File: src/rtl/ddr4_rdwr_scheduler.sv
// DDR4 column command scheduler: arbitrates one read and one write requester,
// enforces tCCD and data-bus turnaround, and emits tagged read/write data windows.
module ddr4_rdwr_scheduler #(
  parameter int TCL   = 12,
  parameter int TCWL  = 10,
  parameter int TCCD  = 4,
  parameter int BURST = 4,
  parameter int ADDRW = 31,
  parameter int TAGW  = 4
) (
  input  logic             clock,
  input  logic             reset,
  input  logic             rd_req,
  input  logic [ADDRW-1:0] rd_addr,
  input  logic [TAGW-1:0]  rd_tag,
  output logic             rd_grant,
  input  logic             wr_req,
  input  logic [ADDRW-1:0] wr_addr,
  input  logic [TAGW-1:0]  wr_tag,
  output logic             wr_grant,
  output logic             cmd_valid,
  output logic             cmd_is_wr,
  output logic [ADDRW-1:0] cmd_addr,
  output logic             rdata_window,
  output logic             wdata_window,
  output logic             win_first,
  output logic [TAGW-1:0]  win_tag
);

  localparam int DEPTH = TCL + BURST + 1;
  localparam int CW    = (TCCD > 1) ? $clog2(TCCD) : 1;

  // Entry k of the reservation vector describes the data bus k clocks from now.
  logic [DEPTH-1:0] busy_q;
  logic [DEPTH-1:0] dir_q;
  logic [DEPTH-1:0] first_q;
  logic [TAGW-1:0]  tag_q [DEPTH];
  logic [CW-1:0]    ccd_q;
  logic             prefer_wr_q;

  logic rd_ok;
  logic wr_ok;

  // Slots are checked one clock ahead because the issue lands after this cycle's shift.
  always_comb begin
    rd_ok = (ccd_q == '0);
    wr_ok = (ccd_q == '0);
    for (int k = 0; k < DEPTH; k++) begin
      if (k >= TCL + 1 && k <= TCL + BURST && busy_q[k])
        rd_ok = 1'b0;
      if ((k == TCL || k == TCL + BURST + 1) && busy_q[k] && dir_q[k])
        rd_ok = 1'b0;
      if (k >= TCWL + 1 && k <= TCWL + BURST && busy_q[k])
        wr_ok = 1'b0;
      if ((k == TCWL || k == TCWL + BURST + 1) && busy_q[k] && !dir_q[k])
        wr_ok = 1'b0;
    end
  end

  always_comb begin
    rd_grant = 1'b0;
    wr_grant = 1'b0;
    if (!reset) begin
      rd_grant = rd_req && rd_ok && (!(wr_req && wr_ok) || !prefer_wr_q);
      wr_grant = wr_req && wr_ok && !rd_grant;
    end
  end

  always_ff @(posedge clock) begin
    if (reset) begin
      ccd_q       <= '0;
      prefer_wr_q <= 1'b0;
    end else if (rd_grant || wr_grant) begin
      ccd_q       <= CW'(TCCD - 1);
      prefer_wr_q <= rd_grant;
    end else if (ccd_q != '0) begin
      ccd_q <= ccd_q - 1'b1;
    end
  end

  always_ff @(posedge clock) begin
    if (reset) begin
      busy_q  <= '0;
      dir_q   <= '0;
      first_q <= '0;
      for (int k = 0; k < DEPTH; k++)
        tag_q[k] <= '0;
    end else begin
      for (int k = 0; k < DEPTH - 1; k++) begin
        busy_q[k]  <= busy_q[k+1];
        dir_q[k]   <= dir_q[k+1];
        first_q[k] <= first_q[k+1];
        tag_q[k]   <= tag_q[k+1];
      end
      busy_q[DEPTH-1]  <= 1'b0;
      dir_q[DEPTH-1]   <= 1'b0;
      first_q[DEPTH-1] <= 1'b0;
      tag_q[DEPTH-1]   <= '0;
      for (int k = 0; k < DEPTH; k++) begin
        if (rd_grant && k >= TCL && k < TCL + BURST) begin
          busy_q[k]  <= 1'b1;
          dir_q[k]   <= 1'b0;
          first_q[k] <= (k == TCL);
          tag_q[k]   <= rd_tag;
        end else if (wr_grant && k >= TCWL && k < TCWL + BURST) begin
          busy_q[k]  <= 1'b1;
          dir_q[k]   <= 1'b1;
          first_q[k] <= (k == TCWL);
          tag_q[k]   <= wr_tag;
        end
      end
    end
  end

  always_ff @(posedge clock) begin
    if (reset) begin
      cmd_valid <= 1'b0;
      cmd_is_wr <= 1'b0;
      cmd_addr  <= '0;
    end else begin
      cmd_valid <= rd_grant || wr_grant;
      cmd_is_wr <= wr_grant;
      cmd_addr  <= wr_grant ? wr_addr : (rd_grant ? rd_addr : '0);
    end
  end

  assign rdata_window = busy_q[0] && !dir_q[0];
  assign wdata_window = busy_q[0] && dir_q[0];
  assign win_first    = busy_q[0] && first_q[0];
  assign win_tag      = tag_q[0];

  // A bus collision or unknown handshake state means the datapath would capture garbage.
  a_no_x : assert property (@(posedge clock) disable iff (reset)
      !$isunknown({rd_req, wr_req, rd_grant, wr_grant, rdata_window, wdata_window, win_first}))
    else $fatal(1, "ddr4_rdwr_scheduler: X on request/grant/window signals");

  a_no_collision : assert property (@(posedge clock) !(rdata_window && wdata_window))
    else $fatal(1, "ddr4_rdwr_scheduler: read and write windows overlap");

endmodule

File: config.mk
export PLATFORM = sky130hd
export DESIGN_NAME = ddr4_rdwr_scheduler
export DESIGN_NICKNAME = d
export VERILOG_FILES = /design/src/rtl/ddr4_rdwr_scheduler.sv
export SDC_FILE = /design/constraint.sdc
export NUM_CORES = 1
export LEC_CHECK = 0
export ABC_AREA = 1
export CAP_MARGIN = 20
export CORE_UTILIZATION = 48
export DETAILED_ROUTE_END_ITERATION = 10
export PLACE_DENSITY = 0.78
export SLEW_MARGIN = 0
export SYNTH_ARGS = -nofsm -noshare
export SYNTH_HDL_FRONTEND = slang
export SYNTH_SLANG_ARGS = --single-unit
export TNS_END_PERCENT = 10
File: constraint.sdc
create_clock -name clock -period 1.9 [get_ports clock]
set_clock_uncertainty 0.15 [all_clocks]
set_input_delay 0.19 -clock clock [delete_from_list [all_inputs] [get_ports clock]]
set_output_delay 0.19 -clock clock [all_outputs]
set_load 0.005 [all_outputs]
Yosys cells after proc, flatten, opt, wreduce, memory -nomap -nowiden
Memory sizes are Yosys's and may differ from the RTL's.
Cells that the tools add are included.
Word-level totals
  register bits: 87
  RAM bits: 68
  bits of input ports: 74
  output and inout bits: 42
  logic and storage cells: 135
  memories kept: 1
Operators by class
  $add $sub $neg: 1
  mux-type cells: 69
  bitwise gates (word level): 25
  reduce and logical (&&, ||, !) cells: 24
Memory list
  tag_q: depth 17, bits a word 4, read ports 17, clocked after Yosys merged registers in 0, write ports 17, RTL line 37  | logic [TAGW-1:0] tag_q [DEPTH];
Operators by type and width (number)
  4-bit 2-to-1 mux: 25
  31-bit 2-to-1 mux: 2
  1-bit 2-to-1 mux: 40
  1-bit OR: 25
  1-bit logical AND: 10
  1-bit zero test: 6
  2-bit 2-to-1 mux: 2
  2-bit nonzero test: 2
  2-bit OR reduction: 2
  3-bit OR reduction: 1
  2-bit zero test: 1
  1-bit logical OR: 2
  2-bit by 1-bit subtractor with 2-bit output (second input constant): 1

Longest topological paths before layout
  depth after elaboration: 20
  mapped depth: 10
  gate-level depth less buffers: 9

Worst setup path before layout
Ideal clock, no wire load.
  path kind: register to output
  start: register ccd_q[0]
  end: output port wr_grant
  data arrival time: 1.364 ns
  required time: 1.560 ns
  path slack: 0.196 ns
  stages on the path, launching flop included: 10
  path through: dfxtp_1 -> inv_1 -> ha_1 -> nand2_2 -> nor2_4 -> nand3_2 -> nand2_2 -> buf_6 -> nand2_1 -> nor2_1
Between the ends
  longest elaborated chain between the ends: 14
  elaborated cells between the ends (all ways): 20
Ends and longest elaborated chain
  from (decl): RTL line 38  | logic [CW-1:0] ccd_q;
  from (signal assigned): RTL line 74  | ccd_q <= CW'(TCCD - 1);
  from (signal assigned): RTL line 77  | ccd_q <= ccd_q - 1'b1;
  2-bit zero test (*): RTL line 46, 47
  1-bit 2-to-1 mux: RTL line 55  | if ((k == TCWL || k == TCWL + BURST + 1) && busy_q[k] && !dir_q[k])
  1-bit 2-to-1 mux (4 in a row): RTL line 53  | if (k >= TCWL + 1 && k <= TCWL + BURST && busy_q[k])
  1-bit 2-to-1 mux: RTL line 55
  1-bit logical AND: RTL line 64, 65
  1-bit zero test: RTL line 64  | rd_grant = rd_req && rd_ok && (!(wr_req && wr_ok) || !prefer_wr_q);
  1-bit logical OR: RTL line 64
  1-bit logical AND: RTL line 64
  1-bit zero test: RTL line 65  | wr_grant = wr_req && wr_ok && !rd_grant;
  1-bit logical AND (*): RTL line 65
  1-bit 2-to-1 mux (*): RTL line 63  | if (!reset) begin
  to (decl): RTL line 20  | output logic wr_grant,
Every way passes the cells marked *; elsewhere a longest branch is shown, timed or not.

Worst setup path after layout
Same ends and word-level chain as after synthesis.

==> impl_metrics.csv <==
group,metric,value,unit
run_status,outcome,"finished, violations left",
run_status,violations,"setup timing",
timing,fin_tns_setup,-0.4652,ns
worst_setup_path,critPathRequiredTime,1.56,ns
drt,dr.pass1.iters,4,
finish,layout-drive-gt1-share,13.29,%
drt,vias_per_cell,4.539,
clock_tree,htreeDepth,4,
floorplanning,dieHeight,99.73,um
floorplanning,die_area,9946,um2
worst_setup_path,criticalPathCategory,"reg -> out",
hold_path,hold_class,"in -> reg",
global_routing,grt_max_degree,62,
worst_setup_path,setup.worst_path.start_class,"flop",
synth,synth_most_common_cell,"dfxtp_1",
timing,rsz0062_at_grt,"yes",
clock_tree,clock_latency,0.51,ns
placement,portBuffers,115,
finish,multi_input_area,1262,um2
power_and_ir_drop,power_frac_seq,39.0,%
worst_setup_path,endpoint_kind,"primary output",
timing,setup_ws,-0.1746,ns
global_routing,track_usage,19.84,%
floorplanning,die_w,99.73,um
power_and_ir_drop,comb_power_share,21.2,%
power_and_ir_drop,p_leak,0.002849,uW
clock_tree,clk_pin_slew,0.06,ns
drt,post_drt_wl_per_cell,11.97,um
timing,slew_headroom,70.30,%
placement,gp_congestion,0.7930,
power_and_ir_drop,power_density,1370,nW/um2
timing,finalSetupViolations,18,
synth,synth_commonest_cells,"dfxtp_1, inv_1, nand2_1, nor2_1, nand3_1",
finish,final_nets,725,
drt,wl,9468,um
clock_tree,cts_buffers,17,
finish,area_delta_synth_final,45.06,%
job,maxCapViolations,0,
synth,synth_nets,593,
worst_setup_path,crit_arrival,1.73,ns
synth,synthFlopType,"dfxtp_1",
synth,syn-cell-area,4584,um2
floorplanning,core,9240,um2
clock_tree,cts-root-buf,"clkbuf_8",
timing,timing.hold.ws,0.07553,ns
drt,drc,0,
drt,drtIter0Drc,115,
floorplanning,initial_core_util,49.61,%
finish,seq_area,2845,um2
global_routing,antenna_found_initial,0,
finish,finalInstanceArea,6650,um2
timing,final_max_slew_viol_count,0,
clock_tree,clockBufferDepth,2,
timing,fmax,0.4820,GHz
power_and_ir_drop,internal-power,6778,uW
power_and_ir_drop,swShare,25.60,%
drt,vias,3590,
global_routing,grt_pass1_vias,3483,
synth,ys_warn_count,0,
placement,place_area,5858,um2
drt,final_antenna_net_count,0,
synth,postSynthCellCount,518,
synth,synth_edf_count,0,
synth,synth_cell_types,23,
floorplanning,core.rowCount,35,
synth,ys_ff_latch,142,
clock_tree,cts_tree,"yes",
timing,hold_viol,0,
global_routing,overflow,0,
worst_setup_path,path_max_fanout,4,
finish,antenna_cells,0,
synth,ys_seq_area_share,62.01,%
floorplanning,pin_count,116,
timing,tightest_slew,0.4455,ns
power_and_ir_drop,irDropWorstVdd,0.8907,mV
timing,fin_crit_sh,109.2,%
global_routing,grt_pass1_wl,15300,um
placement,place_hpwl,6138,um
synth,synth.area.top_cells,"dfxtp_1, inv_1, nand2_1",
synth,synth_area_leader_cell,"dfxtp_1",
synth,synth_top_area_share,62.01,%
synth,async_reset_ff_share,0,%
power_and_ir_drop,p_switching,2332,uW
finish,fillers,651,
power_and_ir_drop,clkPwrFrac,39.8,%
timing,finalCriticalPeriod,2.075,ns
synth,syn_area_per_cell,8.850,um2
clock_tree,cts.sinks,142,
==> placed cells by master, fill, tap and decap left out, types with 3 or more instances in the layout <==
cell	n
clkdlybuf4s50_1	112
nand4_1	14
nand3_2	8
bufinv_16	6
inv_2	5
dfxtp_1	140
clkbuf_16	16
buf_6	7
o21a_1	5
nand3_1	50
nor2_2	3
nor2_1	80
inv_6	3
buf_4	18
a31oi_1	4
inv_1	82
a21oi_1	4
nand2_1	80
==> routing by layer <==
layer / GRT usage [%] / part of all wire (%) / vias to the layer above
met2: 35.17 / 53 / 102
met1: 20.67 / 39 / 1642
met3: 7.941 / 5.7 / 20
li1: - / - / 1826
met4: 8.597 / 2.3 / 0
met5: 0 / 0 / -
==> metrics by stage <==
stage	total power [uW]	cells	utilization, %	worst slack, ns
CTS	9111	788	71.51	-0.1749
floorplan	4531	518	-	0.1963
detailed placement	5339	752	63.40	-0.1196
finish	9111	791	71.97	-0.1746
global route	9497	791	71.97	-0.2603
global placement	5252	752	63.40	-0.09954
==> timing repair <==
action / 4_1_cts / 5_1_grt
endpoints found under the setup margin: 29 / 46
resized for setup: 25 / 6
buffers inserted: 4 / 3
pin swaps: 9 / 8
hold endpoints to repair: 2 / 0
hold buffers: 1 / 0
==> critical path: stages (launching register included) <==
cell     delay [ns]
dfxtp_2        0.32
inv_2          0.07
ha_4           0.16
buf_6          0.10
nand3_4        0.07
nor2_4         0.19
nand2_2        0.09
nand2_2        0.07
nor2_2         0.03
buf_2          0.11
==> kinds of logic (layout without fill, tap and decap cells) <==
logic type                 count (synthesis)  in the layout  synth area share [%]
AOI/OAI and AO/OA                         14             14                 2.156
xor gates and xnor gates                   1              1                0.1911
adders and majority gates                  1              1                0.2729
buffers and inverters                    117            261                 11.60
DFF                                      142            142                 62.01
and+or+nand+nor                          243            243                 23.77
==> power by group through the flow <==
stage / sequential (uW) / combinational (uW) / clock, uW
floorplan: 3590 / 939 / 0
global placement: 3580 / 1680 / 0
detailed placement: 3600 / 1740 / 0
CTS: 3550 / 1880 / 3680
global route: 3590 / 2100 / 3800
finish: 3550 / 1930 / 3620
==> area by class of cell <==
cell class                      count  share of cell area, %
Inverter                           88                  5.005
Sequential cell                   142                  42.78
Timing Repair Buffer              142                  20.98
Clock buffer                       18                  6.284
Tap cell                          129                  2.427
Multi-Input combinational cell    259                  18.98
Clock inverter                     13                  3.537
==> state kept, by name, summed over array words and instances (netlist names) <==
signal       cells
cmd_valid        1
cmd_is_wr        1
prefer_wr_q      1
tag_q           64
ccd_q            2
busy_q          16
first_q         12
cmd_addr        31
dir_q           14
==> worst paths after layout <==
kind                                               from                      end  slack [ns]  cells past startpoint
worst min-delay path                        rd_addr[25]  cmd_addr[25]$_SDFF_PP0_        0.08                      3
worst max register to register    ccd_q[0]$_SDFFE_PP0P_  cmd_addr[12]$_SDFF_PP0_       -0.02                     12
worst min register to register  tag_q[0][21]$_SDFF_PP0_  tag_q[0][17]$_SDFF_PP0_        0.25                      2
worst max-delay path              ccd_q[0]$_SDFFE_PP0P_                 wr_grant       -0.17                      9
Note: power is estimated with default switching activity, not from simulation.
